[src/rtl/jt10_adpcm_gctl.sv]
// ADPCM-A gain control front end: one-hot slot rotation, queued L/R+level writes
// applied in their channel's slot, round-aligned total level, and sample-injection strobes.
module jt10_adpcm_gctl (
  input  logic       rst_n,
  input  logic       clk,
  input  logic       cen,
  input  logic       wr_lr,
  input  logic [2:0] wr_ch,
  input  logic [7:0] wr_din,
  input  logic       wr_atl,
  input  logic [5:0] atl_din,
  input  logic [5:0] dec_req,
  output logic [5:0] cur_ch,
  output logic [2:0] up_ch,
  output logic [7:0] lracl,
  output logic [5:0] atl,
  output logic       match,
  output logic       full,
  output logic       drop
);

  logic [5:0]  nxt;
  logic [10:0] mem [4];
  logic [1:0]  rd_ptr, wr_ptr;
  logic [2:0]  cnt;
  logic [10:0] head;
  logic [5:0]  head_oh;
  logic [5:0]  shadow;
  logic [5:0]  pending;
  logic        push, pop;

  assign nxt     = {cur_ch[4:0], cur_ch[5]};
  assign full    = cnt[2];
  assign head    = mem[rd_ptr];
  assign head_oh = 6'd1 << head[10:8];
  assign push    = wr_lr && (wr_ch <= 3'd5) && !full;
  // Pop only from the pre-edge contents, so a same-clk push is never served on that edge
  assign pop     = cen && (cnt != 3'd0) && (head_oh == nxt);

  always_ff @(posedge clk) begin
    if (push) mem[wr_ptr] <= {wr_ch, wr_din};
  end

  always_ff @(posedge clk or negedge rst_n) begin
    if (!rst_n) begin
      cur_ch  <= 6'b000001;
      up_ch   <= 3'd7;
      lracl   <= 8'd0;
      atl     <= 6'd0;
      shadow  <= 6'd0;
      match   <= 1'b0;
      pending <= 6'd0;
      rd_ptr  <= 2'd0;
      wr_ptr  <= 2'd0;
      cnt     <= 3'd0;
      drop    <= 1'b0;
    end else begin
      if (push) wr_ptr <= wr_ptr + 2'd1;
      if (pop)  rd_ptr <= rd_ptr + 2'd1;
      cnt <= cnt + {2'b0, push} - {2'b0, pop};
      if (wr_lr && !push) drop <= 1'b1;
      if (wr_atl) shadow <= atl_din;
      // a request on the clearing edge wins and waits for the next round
      if (cen) pending <= (pending & ~nxt) | dec_req;
      else     pending <= pending | dec_req;
      if (cen) begin
        cur_ch <= nxt;
        match  <= |(pending & nxt);
        if (nxt == 6'b000001) atl <= shadow;
        if (pop) begin
          up_ch <= head[10:8];
          lracl <= head[7:0];
        end else begin
          up_ch <= 3'd7;
        end
      end
    end
  end

endmodule
[config.mk]
export PLATFORM = sky130hd
export DESIGN_NAME = jt10_adpcm_gctl
export DESIGN_NICKNAME = d
export VERILOG_FILES = /design/src/rtl/jt10_adpcm_gctl.sv
export SDC_FILE = /design/constraint.sdc
export NUM_CORES = 1
export LEC_CHECK = 0
export CAP_MARGIN = 25
export CORE_MARGIN = 1
export CORE_UTILIZATION = 53
export CTS_CLUSTER_DIAMETER = 60
export CTS_CLUSTER_SIZE = 12
export DETAILED_ROUTE_END_ITERATION = 8
export PLACE_DENSITY = 0.79
export SLEW_MARGIN = 20
export SYNTH_ARGS = -nofsm -noshare
export SYNTH_HDL_FRONTEND = slang
export SYNTH_SLANG_ARGS = --single-unit
[constraint.sdc]
create_clock -name clk -period 4.6 [get_ports clk]
set_clock_uncertainty 0.1 [all_clocks]
set_input_delay 0.92 -clock clk [delete_from_list [all_inputs] [get_ports clk]]
set_output_delay 0.92 -clock clk [all_outputs]
set_load 0.02 [all_outputs]
==> metrics <==
commonest cells after routing, fill and taps aside clkdlybuf4s50_1 (52), edfxtp_1 (44), dfrtp_1 (40); Min-Delay Path Class in -> async; count of clock tree sinks 88; asr flop ratio synth approximately half; FF/Latch Area 0.002427 mm²; power share of the combinational group 33.8%; ANT nets after route 0; Seq/Total Area, Yosys between 60% and 70%; total power 2394 µW; min Tclk post-route 3.588 ns; die extent in x 84.04 µm; via total after detailed routing between 1500 and 2000; CTS H-Tree Depth 3; flip-flop cell with the highest count after synthesis edfxtp_1; crit share post-route just under 80%; top cell type's share of synthesized area 37.04%; antenna violations before repair 0; highest ir drop seen on vdd between 200 and 300 µV; syn_area_per_cell approximately 17 µm²; count of pins on the block boundary 54; average detailed-routed wire length per instance approximately 16 µm; synthesized flop and latch total 88; actual slew at the worst max-slew pin approximately 0.58 ns; number of instances in the synthesized netlist around 220; maximum number of pins on one net before global-route repair 45; headroom to the max-slew limit 61.30%; switching share of power around a third; synthesized netlist net count between 200 and 300; Multi-input gate area approximately 0.0010 mm²; Achievable Freq 0.2787 GHz; total internal power 1629 µW; synthesized area ~0.0036 mm²; Core Box Area between 0.006 and 0.007 mm²; die outline area about 0.007 mm²; vias in the first global route 1999; first-pass GRT wire length 9804 µm; Layout Area Growth over Synthesis 22.10%; clk_lat worst skew roughly 0.34 ns; cts hold-fix bufs 0; combined global-route utilization of all metal layers between 15 and 20%; largest driver fanout on the critical path 8; origin of the worst setup path rd_ptr[0]; CTS tree built; ranking of synthesized cells by area edfxtp_1 (37%), dfrtp_1 (28%), mux4_2 (6.9%); power density over cell area ~550 mW/mm²; diode insertion count for antenna repair 0; average via count per standard cell 5.430; effective utilization at floorplan between 50% and 60%; die height 84.04 µm; input/output buffers 53; data arrival time of the critical path ~3.7 ns; fillers 463; post-synth cell types 37; initial drt markers approximately 110; static power due to leakage ~0.0016 µW; Yosys Warn Count 0; Yosys top cell by area edfxtp_1; most frequent standard cell in the layout excluding fill and tap cells clkdlybuf4s50_1; number of setup buffers added after CTS 0; Std-Cell Rows 29; remaining routing DRC violations 4; run status complete, but fails checks; fraction of final layout cells with drive strength greater than 1 between 10% and 20%; Net Switching 765.2 µW; total negative slack 0 ns; total of cells resized after clock tree synthesis 0; number of buffers created by CTS 9; maximum clock path buffer count 2; total wire length ~5700 µm; proportion of power drawn by the clock network 18.9%; type of the setup path with the least slack reg -> reg; total number of nets in the final design just over 300; maximum capacitance violations 0; Setup-failing EPs final 0; critical path endpoint category flop; Req. time, crit path around 4.7 ns; count of final hold-check violations 0; CTS Root Cell clkbuf_8; number of enable-type register cells in the synthesized netlist 44; clock slew at the register clock pins of the worst setup and hold paths 0.09 ns; violations in the final reports DRC; unrepaired setup endpoints after global routing false; gr ovfl total 0; Flop pwr share a little under half; startpoint of the lowest-slack register-to-register path rd_ptr[0]; GP Congestion slightly above 0.7; final number of max-transition violations 0; total iterations of the first detailed-routing run 6; startpoint class of the critical path flop; detailed-placement wirelength estimate ~4000 µm
-- synth_stat cells (all sizes together) (4+ instances only) --
library cell	count
a21o	7
and2	4
clkbuf	5
dfrtp	40
dfstp	4
edfxtp	44
ha	6
inv	15
mux2	20
mux4	11
nand2	8
nand2b	6
nor2	5
o21ai	7
-- sequential cells by signal (all words and copies together) (netlist names) --
signal,cells
up_ch,3
lracl,8
match,1
drop,1
cur_ch,6
cnt,3
shadow,6
pending,6
rd_ptr,2
wr_ptr,2
mem,44
atl,6
-- kinds of logic (layout without fill, tap and decap cells) --
family                     after synthesis  after routing  share of synthesized area [%]
AOI/OAI and AO/OA                       26             26                          5.401
xor gates and xnor gates                 5              5                          1.228
adders and majority gates                7              7                          2.666
buffers and inverters                   22             87                          2.560
DFF                                     88             88                          68.05
muxes                                   31             31                          13.26
and+or+nand+nor                         37             37                          6.840
-- per-stage QoR --
| stage | util [%] | cell area, µm² | cells | hold slack (ns) | setup WS (ns) |
|---|---|---|---|---|---|
| final | 67.82 | 4355 | 358 | 0.3552 | 1.012 |
| after global routing | 67.82 | 4355 | 358 | 0.3433 | 0.7618 |
| after detailed placement | 64.91 | 4169 | 341 | 0.3464 | 0.9928 |
| after CTS | 67.50 | 4335 | 357 | 0.3706 | 0.9898 |
| after global placement | 64.91 | 4169 | 341 | 0.3480 | 1.088 |
| after floorplan | - | 3567 | 216 | 0.3498 | 1.331 |
-- area by class of cell --
type / instances / share of cell area, %
flip-flops and latches: 88 / 55.73
multi-input cells: 106 / 24.07
repair buffers: 56 / 12.87
clock buffers: 12 / 3.103
well taps: 77 / 2.212
inverters: 15 / 1.293
clock inverters: 4 / 0.7182
-- power by group through the flow --
stage | combinational [µW] | sequential, µW | clock, µW
finish | 809 | 1130 | 453
global route | 875 | 1160 | 497
global placement | 795 | 1150 | 0
detailed placement | 816 | 1150 | 0
CTS | 819 | 1130 | 464
floorplan | 438 | 1210 | 0
-- worst paths after layout --
check | to | slack [ns] | cells after the start
max | cnt[2] | 1.01 | 12
min | lracl[2] | 0.36 | 1
max reg2reg | cnt[2] | 1.01 | 12
min reg2reg | drop | 0.36 | 1
max in group asynchronous | cur_ch[0] | 3.51 | 2
min in group clk | drop | 0.36 | 1
-- per-layer routing --
| metal | part of all wire (%) | GRT usage (%) |
|---|---|---|
| met1 | 44 | 24.09 |
| met2 | 51 | 30.25 |
| met3 | 2.7 | 3.660 |
| met4 | 1.9 | 7.994 |
| met5 | 0 | 0 |
-- critical path, cell delays in order, from the launching register on --
cell	delay [ns]
dfrtp_1	0.59
buf_4	0.28
mux4_2	0.61
nor4b_2	0.33
a311oi_2	0.12
nor4_4	0.29
ha_1	0.27
inv_1	0.06
ha_1	0.13
inv_1	0.05
fa_1	0.37
xnor2_1	0.15
xnor2_1	0.13
Power figures use the tool's default switching activity.
